`src/rtl/alu_seq.sv`:
```
`default_nettype none
// ============================================================================
// Module   : alu_seq
// Purpose  : Sequential ALU with a valid/ready command port and a
//            valid/ready result port. Most operations finish in one cycle;
//            divide/modulo use an N-cycle restoring divider when the
//            ALU_SEQ_DIVMOD_EN macro is defined. Without the macro, div/mod
//            complete in one cycle as error results and no divider is built.
// Ports    : clk, rst        - clock, synchronous active-high reset
//            in_valid/in_ready - command handshake (a, b, op)
//            a, b [N-1:0]    - operands (b is also the shift amount)
//            op [3:0]        - opcode
//            out_valid/out_ready - result handshake (y, f)
//            y [N-1:0]       - registered result
//            f [4:0]         - flags {error, negative, zero, carry, overflow}
// Config   : `define ALU_SEQ_DIVMOD_EN to build the divider.
// Revision : 1.0 - initial release
// ============================================================================
module alu_seq #(
    parameter int N = 4
) (
    input  logic         clk,
    input  logic         rst,
    input  logic         in_valid,
    output logic         in_ready,
    input  logic [N-1:0] a,
    input  logic [N-1:0] b,
    input  logic [3:0]   op,
    output logic         out_valid,
    input  logic         out_ready,
    output logic [N-1:0] y,
    output logic [4:0]   f
);

    localparam logic [3:0] c_OP_ADD = 4'b0000;
    localparam logic [3:0] c_OP_SUB = 4'b0001;
    localparam logic [3:0] c_OP_MUL = 4'b0010;
    localparam logic [3:0] c_OP_DIV = 4'b0011;
    localparam logic [3:0] c_OP_MOD = 4'b0100;
    localparam logic [3:0] c_OP_AND = 4'b0101;
    localparam logic [3:0] c_OP_OR  = 4'b0110;
    localparam logic [3:0] c_OP_XOR = 4'b0111;
    localparam logic [3:0] c_OP_SHL = 4'b1000;
    localparam logic [3:0] c_OP_SHR = 4'b1001;

    typedef enum logic [1:0] {
        IDLE = 2'd0,
        CALC = 2'd1,
        DONE = 2'd2
    } state_t;

    state_t       state_q, state_d;
    logic [N-1:0] y_q, y_d;
    logic [4:0]   f_q, f_d;

    // ------------------------------------------------------------------
    // Single-cycle datapath, evaluated directly on the command inputs so
    // the result can be registered at the accept edge.
    // ------------------------------------------------------------------
    logic [N:0]     w_sum;
    logic [N:0]     w_diff;
    logic [2*N-1:0] w_prod;
    logic [N-1:0]   w_res;
    logic           w_err;
    logic           w_neg;
    logic           w_carry;
    logic           w_ovf;
    logic           w_start_div;

    always_comb begin
        w_sum       = {1'b0, a} + {1'b0, b};
        w_diff      = {1'b0, a} - {1'b0, b};
        w_prod      = {{N{1'b0}}, a} * {{N{1'b0}}, b};
        w_res       = '0;
        w_err       = 1'b0;
        w_neg       = 1'b0;
        w_carry     = 1'b0;
        w_ovf       = 1'b0;
        w_start_div = 1'b0;
        case (op)
            c_OP_ADD: begin
                w_res   = w_sum[N-1:0];
                w_carry = w_sum[N];
                w_neg   = w_sum[N-1];
                // Like-signed operands producing an opposite-signed sum.
                w_ovf   = (a[N-1] == b[N-1]) && (w_sum[N-1] != a[N-1]);
            end
            c_OP_SUB: begin
                w_res   = w_diff[N-1:0];
                w_carry = w_diff[N];        // borrow, i.e. a < b
                w_neg   = w_diff[N-1];
                w_ovf   = (a[N-1] != b[N-1]) && (w_diff[N-1] != a[N-1]);
            end
            c_OP_MUL: begin
                w_res = w_prod[N-1:0];
                w_ovf = |w_prod[2*N-1:N];
            end
            c_OP_DIV, c_OP_MOD: begin
`ifdef ALU_SEQ_DIVMOD_EN
                if (b == '0) begin
                    w_err = 1'b1;
                end else begin
                    w_start_div = 1'b1;
                end
`else
                w_err = 1'b1;
`endif
            end
            c_OP_AND: w_res = a & b;
            c_OP_OR:  w_res = a | b;
            c_OP_XOR: w_res = a ^ b;
            // Logical shifts by >= N already yield zero on an N-bit operand.
            c_OP_SHL: w_res = a << b;
            c_OP_SHR: w_res = a >> b;
            default:  w_err = 1'b1;
        endcase
    end

`ifdef ALU_SEQ_DIVMOD_EN
    // ------------------------------------------------------------------
    // Restoring divider. quo_q starts as the dividend; each step shifts its
    // MSB into the partial remainder and shifts the new quotient bit in at
    // the LSB, so after N steps quo_q holds the quotient.
    // ------------------------------------------------------------------
    localparam int CW = (N > 2) ? $clog2(N) : 1;
    localparam logic [CW-1:0] c_LAST = CW'(N - 1);

    logic [N-1:0]  quo_q, quo_d;
    logic [N-1:0]  rem_q, rem_d;
    logic [N-1:0]  dvs_q, dvs_d;
    logic [CW-1:0] cnt_q, cnt_d;
    logic          is_mod_q, is_mod_d;

    logic [N:0]    w_shift;
    logic [N:0]    w_trial;
    logic          w_fits;
    logic [N-1:0]  w_quo_step;
    logic [N-1:0]  w_rem_step;

    always_comb begin
        w_shift    = {rem_q, quo_q[N-1]};
        w_trial    = w_shift - {1'b0, dvs_q};
        w_fits     = (w_shift >= {1'b0, dvs_q});
        w_quo_step = {quo_q[N-2:0], w_fits};
        // When the divisor fits, the difference is below the divisor and
        // therefore fits in N bits.
        w_rem_step = w_fits ? w_trial[N-1:0] : w_shift[N-1:0];
    end
`endif

    // ------------------------------------------------------------------
    // Next-state logic
    // ------------------------------------------------------------------
    always_comb begin
        state_d = state_q;
        y_d     = y_q;
        f_d     = f_q;
`ifdef ALU_SEQ_DIVMOD_EN
        quo_d    = quo_q;
        rem_d    = rem_q;
        dvs_d    = dvs_q;
        cnt_d    = cnt_q;
        is_mod_d = is_mod_q;
`endif
        case (state_q)
            IDLE: begin
                if (in_valid) begin
`ifdef ALU_SEQ_DIVMOD_EN
                    if (w_start_div) begin
                        quo_d    = a;
                        rem_d    = '0;
                        dvs_d    = b;
                        cnt_d    = '0;
                        is_mod_d = (op == c_OP_MOD);
                        state_d  = CALC;
                    end else
`endif
                    begin
                        y_d     = w_res;
                        f_d     = {w_err, w_neg, (w_res == '0), w_carry, w_ovf};
                        state_d = DONE;
                    end
                end
            end
            CALC: begin
`ifdef ALU_SEQ_DIVMOD_EN
                quo_d = w_quo_step;
                rem_d = w_rem_step;
                cnt_d = cnt_q + 1'b1;
                // The last quotient bit is produced and registered in the
                // same cycle so DONE follows exactly N CALC cycles.
                if (cnt_q == c_LAST) begin
                    y_d     = is_mod_q ? w_rem_step : w_quo_step;
                    f_d     = {2'b00, ((is_mod_q ? w_rem_step : w_quo_step) == '0), 2'b00};
                    state_d = DONE;
                end
`else
                state_d = IDLE;
`endif
            end
            DONE: begin
                if (out_ready) begin
                    state_d = IDLE;
                end
            end
            default: state_d = IDLE;
        endcase
    end

    // ------------------------------------------------------------------
    // State registers
    // ------------------------------------------------------------------
    always_ff @(posedge clk) begin
        if (rst) begin
            state_q <= IDLE;
            y_q     <= '0;
            f_q     <= '0;
        end else begin
            state_q <= state_d;
            y_q     <= y_d;
            f_q     <= f_d;
        end
    end

`ifdef ALU_SEQ_DIVMOD_EN
    always_ff @(posedge clk) begin
        if (rst) begin
            quo_q    <= '0;
            rem_q    <= '0;
            dvs_q    <= '0;
            cnt_q    <= '0;
            is_mod_q <= 1'b0;
        end else begin
            quo_q    <= quo_d;
            rem_q    <= rem_d;
            dvs_q    <= dvs_d;
            cnt_q    <= cnt_d;
            is_mod_q <= is_mod_d;
        end
    end
`endif

    assign in_ready  = (state_q == IDLE);
    assign out_valid = (state_q == DONE);
    assign y         = y_q;
    assign f         = f_q;

endmodule
`default_nettype wire
```
`config.mk`:
```
export PLATFORM = sky130hd
export DESIGN_NAME = alu_seq
export DESIGN_NICKNAME = d
export VERILOG_FILES = /design/src/rtl/alu_seq.sv
export SDC_FILE = /design/constraint.sdc
export NUM_CORES = 1
export LEC_CHECK = 0
export ABC_AREA = 1
export ABC_CLOCK_PERIOD_IN_PS = 3480
export CAP_MARGIN = 20
export CORE_UTILIZATION = 49
export DETAILED_ROUTE_END_ITERATION = 6
export PLACE_DENSITY = 0.76
export SLEW_MARGIN = 20
export SYNTH_ARGS = -nofsm -noshare
export SYNTH_HDL_FRONTEND = slang
export SYNTH_SLANG_ARGS = --single-unit
```
`constraint.sdc`:
```
create_clock -name clk -period 3.48 [get_ports clk]
set_clock_uncertainty 0.2 [all_clocks]
set_input_delay 0.522 -clock clk [delete_from_list [all_inputs] [get_ports clk]]
set_output_delay 0.522 -clock clk [all_outputs]
set_load 0.05 [all_outputs]
```
==> out/metrics.cfg <==
[run_status]
status = complete, no violations

[job]
maxCapViolCount = 0

[setup_path]
cp.arrival_ps = 3360
end_kind = flip-flop
critPathMaxStageDelay_ps = 550
critical_path.top_delay_family = adder cells
setup.worst_path.start_class = input pin
cp_slowest_cell = clkdlybuf4s50_1
crit_buf_inv = 2
worstPathMaxFanout = 2
cpMostUsedCell = nand3_1
path_class = input pin to flip-flop
cp.required_ps = 3480
crit_path_cell_trace = clkdlybuf4s50_1 > nand2_1 > fa_1 > fa_1 > inv_1 > fa_2 > nand3_1 > nand3_1 > nor2_2 > nand2_1 > nor2_2 > nand3_1 > a21oi_1

[detailed_routing]
avgViaCountPerCell = 5.09
finalWirelength_um = 4090
dr.pass1.iters = 4
drc = 0
first_iter_violations = 75
wl_per_cell_um = 11.6
vias = 1791
ant_nets = 0

[sta]
finalCriticalPeriod_ps = 3360
hold_viol = 0
slew-limit-headroom_pct = 67.0
timing.fmax_ghz = 0.298
drv_slew = 0
tns_ps = 0
setup_slack_ps = 125
setup_viol = 0
finalCritPeriodShare_pct = 96.4
rsz0062_at_grt = true
worstMarginPinSlew_ps = 494

[synthesis]
synth.top_cells.by_area = ha_1, nand2_1, dfxtp_1
ys_ff_latch = 10
yosysWarnings = 0
yosysUniqueCellTypes = 26
ys_seq_area_share_pct = 12.3
netlist_area_um2 = 1620
syn_area_per_cell_um2 = 6.10
synth_top_area_share_pct = 18.5
synth_nets = 312
syn_inst = 266
yosys.area.top_type = ha_1

[grt]
grt_use_total_pct = 25.8
antenna_found_initial = 0
grt_pass1_vias = 1553
grt.overflow.total = 0
grt_max_degree = 14
grt_pass1_wl_um = 6860

[floorplan]
die_x_um = 59.5
die_h_um = 59.5
start_util_pct = 52.3
die_area_um2 = 3540
rows = 20
core_um2 = 3100
io_pins = 27

[final_layout]
layout.nets = 355
postLayoutCellArea_um2 = 2090
diodes = 0
fin_util_pct = 67.3
drive_gt1_share_pct = 10.4
area_growth_syn_to_layout_pct = 28.7

[cts]
cts_num_sinks = 10
cts_buffers = 3
cts-root-buf = clkbuf_4
htree_levels = 1
cts_buffer_depth = 2
insertion_delay_ps = 270
clk_pin_slew_worst_paths_ps = 70
hold_buffers = 0
cts_tree = built

[power_and_ir_drop]
switching_power_uw = 214
pwr-share-seq_pct = 25.0
powerDensity_nw_per_um2 = 246
p_clk_share_pct = 20.9
ir_worst_vdd_uv = 84.9
p_comb_share_pct = 54.2
swShare_pct = 41.7
internal-power_uw = 300
leakage_uw = 0.00119

[place]
gp_congestion = 0.924
dp_hpwl_um = 3460
io_buffer_count = 26
placed_area_um2 = 2030
preCtsSetupSlack_ps = -268

[worst_hold_path]
hold_class = flip-flop to flip-flop

Yosys cell counts:
master	count
nand2_1	79
nor2_4	1
or2_2	1
fa_1	6
xor2_1	4
buf_4	1
nor3b_1	1
xnor2_1	1
o211ai_1	3
a21oi_2	1
nand3_1	26
nand2_2	1
ha_1	24
nand3b_1	4
nor2_2	1
a21oi_1	12
inv_1	38
o21ai_0	11
o21a_1	1
inv_2	5
dfxtp_1	10
or2_0	1
nand4_1	2
clkbuf_1	2
nor3_1	1
nor2_1	29
final timing paths:
check / startpoint / endpoint / slack, ps / depth (start not counted)
worst max-delay path: b[1] / f[2] / 120 / 13
worst min-delay path: f[2] / f[2] / 270 / 2
worst max register to register: state_q[1] / f[2] / 1810 / 7
worst min register to register: f[2] / f[2] / 270 / 2
flip-flops by register name, summed over array words and instances (netlist names):
signal	flops
y	4
f	5
state_q	1
kinds of logic (layout without fill, tap and decap cells):
logic type | Yosys count | count (layout) | share of synthesized area [%]
and+or+nand+nor | 147 | 147 | 38.7
DFF | 10 | 10 | 12.3
adders and majority gates | 30 | 30 | 25.9
xor gates and xnor gates | 5 | 5 | 2.70
AOI/OAI and AO/OA | 28 | 28 | 9.49
buffers and inverters | 46 | 88 | 10.9
area by class of cell:
cell class / count / area, um2
Inverter: 43 / 161
Fill cell: 311 / 1020
Tap cell: 44 / 55.1
Multi-Input combinational cell: 210 / 1250
Timing Repair Buffer: 41 / 382
Sequential cell: 10 / 200
Clock buffer: 4 / 36.3
worst min-delay path, cell delays in order (launching register included):
cell and delay, ps:
dfxtp_1 310, nand2_1 60, a21oi_1 50
cells in the final DEF (no fill, tap or decap), drive strengths merged:
cell           count
buf               15
inv               43
ha                24
a21oi             13
or2                2
fa                 6
nand2             80
o21ai             11
xnor2              1
nor3b              1
clkdlybuf4s50     24
o211ai             3
clkbuf             4
dlymetal6s2s       2
nor3               1
o21a               1
nand4              2
nand3             26
nor2              31
dfxtp             10
nand3b             4
xor2               4
per-stage QoR:
stage / hold slack [ps] / power [uW] / instances
after CTS: 270 / 512 / 352
after detailed placement: 260 / 405 / 348
after global placement: 260 / 403 / 348
final: 267 / 514 / 352
after global routing: 299 / 549 / 352
after floorplan: 391 / 303 / 266
repair_timing:
action	CTS	global route
setup buffers	0	0
endpoints found under the setup margin	0	3
gates resized for setup	0	6
power by group through the flow:
stage / clock (uW) / sequential [uW] / combinational, uW
final: 107 / 128 / 278
after global routing: 110 / 129 / 309
after CTS: 108 / 128 / 276
after detailed placement: 0 / 131 / 274
after global placement: 0 / 131 / 272
after floorplan: 0 / 164 / 140
layer usage:
metal / vias to the layer above / global-route usage, % / part of all wire [%] / wire length (um)
met2: 53 / 43.0 / 45 / 1840
met4: 0 / 7.97 / 2.1 / 87
met5: - / 0 / 0 / 0
li1: 931 / - / - / -
met1: 798 / 35.0 / 48 / 1940
met3: 9 / 2.62 / 5.2 / 213
No activity file was read; power rests on OpenSTA's default activity.
